<file path="src/rtl/serial_subtractor_pkg.sv">
// serial_subtractor_pkg: shared state encoding, default width and counter sizing.
// Rev 1.0
`default_nettype none

package serial_subtractor_pkg;

  typedef enum logic [1:0] {
    IDLE = 2'd0,
    RUN  = 2'd1,
    DONE = 2'd2
  } state_t;

  localparam int DEFAULT_WIDTH = 8;

  // Bit counter only needs to reach N-1; never narrower than one bit.
  function automatic int cnt_width(input int n);
    return (n <= 2) ? 1 : $clog2(n);
  endfunction

endpackage

`default_nettype wire

</file>
<file path="src/rtl/serial_subtractor_full_subtractor.sv">
// full_subtractor: one-bit gate-level cell, d = x - y - z, bo = borrow out.
// Rev 1.0
`default_nettype none

module full_subtractor (
  input  wire x,
  input  wire y,
  input  wire z,
  output wire d,
  output wire bo
);

  wire x_n;
  wire x_xor_y;
  wire x_xnor_y;
  wire borrow_xy;
  wire borrow_z;

  not g_not_x   (x_n, x);
  xor g_xor_xy  (x_xor_y, x, y);
  xor g_xor_d   (d, x_xor_y, z);
  and g_and_xy  (borrow_xy, x_n, y);
  not g_not_xy  (x_xnor_y, x_xor_y);
  and g_and_z   (borrow_z, x_xnor_y, z);
  or  g_or_bo   (bo, borrow_xy, borrow_z);

endmodule

`default_nettype wire

</file>
<file path="src/rtl/serial_subtractor.sv">
// serial_subtractor: bit-serial a - b - bin, LSB first, one bit per clock.
// Rev 1.0
`default_nettype none

module serial_subtractor
  import serial_subtractor_pkg::*;
#(
  parameter int N = DEFAULT_WIDTH
) (
  input  logic         clk,
  input  logic         n_reset,
  input  logic         start,
  input  logic [N-1:0] a,
  input  logic [N-1:0] b,
  input  logic         bin,
  output logic         busy,
  output logic         done,
  output logic [N-1:0] diff,
  output logic         bout,
  output logic         ovf
);

  localparam int            CW   = cnt_width(N);
  localparam logic [CW-1:0] LAST = CW'(N - 1);

  state_t        state;
  logic [N-1:0]  a_sr;
  logic [N-1:0]  b_sr;
  logic [N-1:0]  res_sr;
  logic          borrow;
  logic [CW-1:0] cnt;
  wire           d;
  wire           bo;

  full_subtractor u_cell (
    .x  (a_sr[0]),
    .y  (b_sr[0]),
    .z  (borrow),
    .d  (d),
    .bo (bo)
  );

  always_ff @(posedge clk) begin
    if (!n_reset) begin
      state  <= IDLE;
      a_sr   <= '0;
      b_sr   <= '0;
      res_sr <= '0;
      borrow <= 1'b0;
      cnt    <= '0;
      busy   <= 1'b0;
      done   <= 1'b0;
      diff   <= '0;
      bout   <= 1'b0;
      ovf    <= 1'b0;
    end else begin
      done <= 1'b0;
      case (state)
        IDLE, DONE: begin
          if (start) begin
            a_sr   <= a;
            b_sr   <= b;
            borrow <= bin;
            cnt    <= '0;
            busy   <= 1'b1;
            state  <= RUN;
          end else begin
            state <= IDLE;
          end
        end
        RUN: begin
          a_sr   <= a_sr >> 1;
          b_sr   <= b_sr >> 1;
          res_sr <= {d, res_sr[N-1:1]};
          borrow <= bo;
          if (cnt == LAST) begin
            // On the last bit the cell inputs are the original operand MSBs.
            diff  <= {d, res_sr[N-1:1]};
            bout  <= bo;
            ovf   <= (a_sr[0] ^ b_sr[0]) & (d ^ a_sr[0]);
            busy  <= 1'b0;
            done  <= 1'b1;
            state <= DONE;
          end else begin
            cnt <= cnt + 1'b1;
          end
        end
        default: state <= IDLE;
      endcase
    end
  end

endmodule

`default_nettype wire
</file>
<file path="config.mk">
export PLATFORM = sky130hd
export DESIGN_NAME = serial_subtractor
export DESIGN_NICKNAME = d
export VERILOG_FILES = /design/src/rtl/serial_subtractor_pkg.sv /design/src/rtl/serial_subtractor_full_subtractor.sv /design/src/rtl/serial_subtractor.sv
export SDC_FILE = /design/constraint.sdc
export NUM_CORES = 1
export LEC_CHECK = 0
export CAP_MARGIN = 5
export CORE_ASPECT_RATIO = 1.75
export CORE_MARGIN = 1.5
export CORE_UTILIZATION = 35
export CTS_CLUSTER_DIAMETER = 50
export DETAILED_ROUTE_END_ITERATION = 8
export HOLD_SLACK_MARGIN = 0.05
export PLACE_DENSITY = 0.65
export SYNTH_ARGS = -nofsm -noshare
export SYNTH_HDL_FRONTEND = slang
export SYNTH_SLANG_ARGS = --single-unit
</file>
<file path="constraint.sdc">
create_clock -name clk -period 3.8 [get_ports clk]
set_input_delay 0.57 -clock clk [delete_from_list [all_inputs] [get_ports clk]]
set_output_delay 0.57 -clock clk [all_outputs]
set_load 0.02 [all_outputs]
</file>
==> out/summary.md <==
## Finish
- 0 — Antenna Diode Count
- 0.0446 — share of cells above drive strength 1
- 451 — filler instances
- 247 — final net count
- 25.5% — area added between synthesis and finish

## Detailed routing
- 1378 — via count of the routed design
- 3.19 mm — total wirelength of the detailed-routed design
- 34 — detailed router's first-iteration violation count
- 5.01 — vias per cell
- 4 — first-pass iteration count of the detailed router
- 0 — Detail Route Antenna Nets
- 11.6 µm — WL per Instance
- 0 — Remaining DRCs

## Logic synthesis
- 0.503 — post-synth top area share
- sky130_fd_sc_hd__dfxtp_1 — Main synth FF type
- 0 — number of synthesized flops with an enable pin
- sky130_fd_sc_hd__dfxtp_1 — largest area contributor in the netlist
- 198 — Gate Count Post-Synth
- sky130_fd_sc_hd__dfxtp_1 50%, sky130_fd_sc_hd__nand2_1 14%, sky130_fd_sc_hd__a21oi_1 5.8% — most area-consuming cells after synthesis
- 41 — Seq cells post-synth
- 0 — Yosys warning count
- 0 — proportion of register bits with asynchronous set or reset after synthesis
- 62 x sky130_fd_sc_hd__nand2_1, 41 x sky130_fd_sc_hd__dfxtp_1, 19 x sky130_fd_sc_hd__a21oi_1 — most frequent cells after synthesis
- 26 — count of cell types in the netlist
- 0.503 — portion of the post-synthesis area used by sequential elements
- 8.23 µm² — Synth Area per Inst
- sky130_fd_sc_hd__nand2_1 — count leader, synth
- 222 — net count of the mapped netlist
- 1630 µm² — mapped cell area

## GRT
- 0 — global-route congestion overflow total
- 34 — pin count of the biggest net entering global routing
- 0.147 — gr usage total
- 1216 — number of global-route vias before repair
- 0 — initial antenna violation count
- 5.46 mm — global-route wire length before repair

## Power
- 326 µV — peak supply drop
- 0.732 nW — Lkg Pwr
- 450 nW/µm² — Pwr Density

## Worst setup path
- 4.03 ns — Req. time, crit path
- 2.42 ns — data arrival time at the worst-slack endpoint
- 0.82 ns — maximum cell stage delay along the critical path
- primary input — type of element launching the critical path
- clkdlybuf4s50_1, inv_1, nor4_1, a31o_1 — critical path, cell by cell
- primary input to flip-flop — Worst Path Class, Setup
- flip-flop — endpoint class of the critical path
- buffers and inverters — largest delay contributor family on the critical path
- sky130_fd_sc_hd__clkdlybuf4s50_1 — Critical-path top delay cell
- 26 — largest driver fanout on the critical path
- 2 — number of buffers and inverters on the critical path

## Floorplan
- 4440 µm² — placeable core area
- 5090 µm² — die area
- 32 — cell row count
- 0.367 — initial core utilization
- 54.6 µm — horizontal die dimension
- 32 — number of top-level pins
- 93.3 µm — Die H

## Timing
- 0 ns — setup TNS
- 0 — Hold Violations, Final
- 0.484 — headroom to the max-slew limit
- 0 — number of slew-limit violations in the final report
- 0.576 — ratio of final minimum period to clock period
- 2.19 ns — Min Clock Period, post-route
- 457 MHz — FMAX
- no — RSZ-0062 raised after global routing
- 0.00862 ns — clock skew
- 0.452 ns — Min Hold Slack
- 0.773 ns — Worst Tran Pin Value
- 0 — final setup violation count

## Clock tree
- sky130_fd_sc_hd__clkbuf_8 — Clock Tree Root
- 0.29 ns — insertion delay to the later sink of the worst-skew pair
- 41 — Sinks on Clock Net
- done — clock tree from TritonCTS
- 5 — total clock buffers created by CTS
- 0 — post-CTS setup buffer count
- 0 — post_cts resized
- 2 — CTS HTree Levels
- 0 — hold_buf cts
- 2 — clk buf depth
- 0.07 ns — Worst-path clk slew

## Run status
- finished clean — outcome

## Place
- 0.667 — global placement routability congestion
- 2.26 mm — Detailed Place HPWL
- 31 — # port buffers

## Flow run
- 0 — max-capacitance violation count

## Worst hold path
- flip-flop to flip-flop — worst hold-check path type

==> registers in the layout, indices dropped and copies added, names as in the netlist <==
| register | count |
|---|---|
| b_sr | 8 |
| busy | 1 |
| cnt | 3 |
| a_sr | 8 |
| diff | 8 |
| res_sr | 7 |
| borrow | 1 |
| ovf | 1 |
| bout | 1 |
| done | 1 |
| state | 2 |
==> stage by stage <==
step | instances | util | instance area (µm²) | power [mW] | setup slack, ns
final | 275 | 0.460 | 2050 | 0.921 | 1.61
after global routing | 275 | 0.460 | 2050 | 0.966 | 1.48
after detailed placement | 267 | 0.434 | 1930 | 0.576 | 1.30
after global placement | 267 | 0.434 | 1930 | 0.572 | 1.36
after floorplan | 198 | - | 1630 | 0.542 | 2.47
after CTS | 275 | 0.460 | 2050 | 0.931 | 1.60
==> power breakdown <==
part           total (mW)  switching (mW)  internal, mW
sequential          0.465          0.0136         0.451
clock               0.358           0.143         0.214
combinational      0.0987          0.0532        0.0455
total               0.921           0.210         0.711
==> metal layers <==
layer / global-route usage / wire, µm / up-vias
li1: - / - / 713
met1: 0.169 / 1330 / 622
met2: 0.232 / 1640 / 37
met3: 0.0463 / 154 / 6
met4: 0.0750 / 67 / 0
met5: 0 / 0 / -
==> placed cells by master (no fill, tap or decap), types with 3 or more instances in the layout <==
cell / n
sky130_fd_sc_hd__nor2_1: 7
sky130_fd_sc_hd__o21ai_1: 6
sky130_fd_sc_hd__dfxtp_1: 41
sky130_fd_sc_hd__nand3_1: 3
sky130_fd_sc_hd__a21oi_1: 19
sky130_fd_sc_hd__clkdlybuf4s50_1: 31
sky130_fd_sc_hd__clkbuf_8: 6
sky130_fd_sc_hd__ha_1: 3
sky130_fd_sc_hd__o21ai_0: 9
sky130_fd_sc_hd__nand2_1: 62
sky130_fd_sc_hd__a31oi_1: 15
sky130_fd_sc_hd__nand3b_1: 3
==> logic make-up (layout without fill, tap and decap cells) <==
kind of cell,count (synthesis),count (layout),share of synthesized area
xor gates and xnor gates,1,1,0.00537
buffers and inverters,17,43,0.0599
and+or+nand+nor,82,82,0.214
DFF,41,41,0.503
AOI/OAI and AO/OA,53,53,0.182
adders and majority gates,4,4,0.0353
==> path summary, 6_finish.rpt <==
kind	from	end	slack [ns]	cells after the start
setup reg to reg	cnt[0]$_SDFFE_PN0P_	ovf$_SDFFE_PN0P_	2.13	4
setup / recovery	n_reset	cnt[0]$_SDFFE_PN0P_	1.61	4
hold / removal	diff[0]$_SDFFE_PN0P_	diff[0]$_SDFFE_PN0P_	0.45	2
hold reg to reg	diff[0]$_SDFFE_PN0P_	diff[0]$_SDFFE_PN0P_	0.45	2
==> tightest hold or removal path, cell delays in order (launching register included) <==
cell                      delay (ns)
sky130_fd_sc_hd__dfxtp_1        0.31
sky130_fd_sc_hd__nand2_1        0.05
sky130_fd_sc_hd__a21oi_1        0.05
==> layout make-up <==
| class | count | area (µm²) | share of cell area |
|---|---|---|---|
| Sequential cell | 41 | 821 | 0.401 |
| Clock inverter | 1 | 30.0 | 0.0147 |
| Tap cell | 51 | 63.8 | 0.0312 |
| Clock buffer | 7 | 86.3 | 0.0422 |
| Timing Repair Buffer | 33 | 325 | 0.159 |
| Multi-Input combinational cell | 140 | 712 | 0.348 |
| Inverter | 2 | 7.51 | 0.00367 |
No activity file was read; power rests on OpenSTA's default activity.
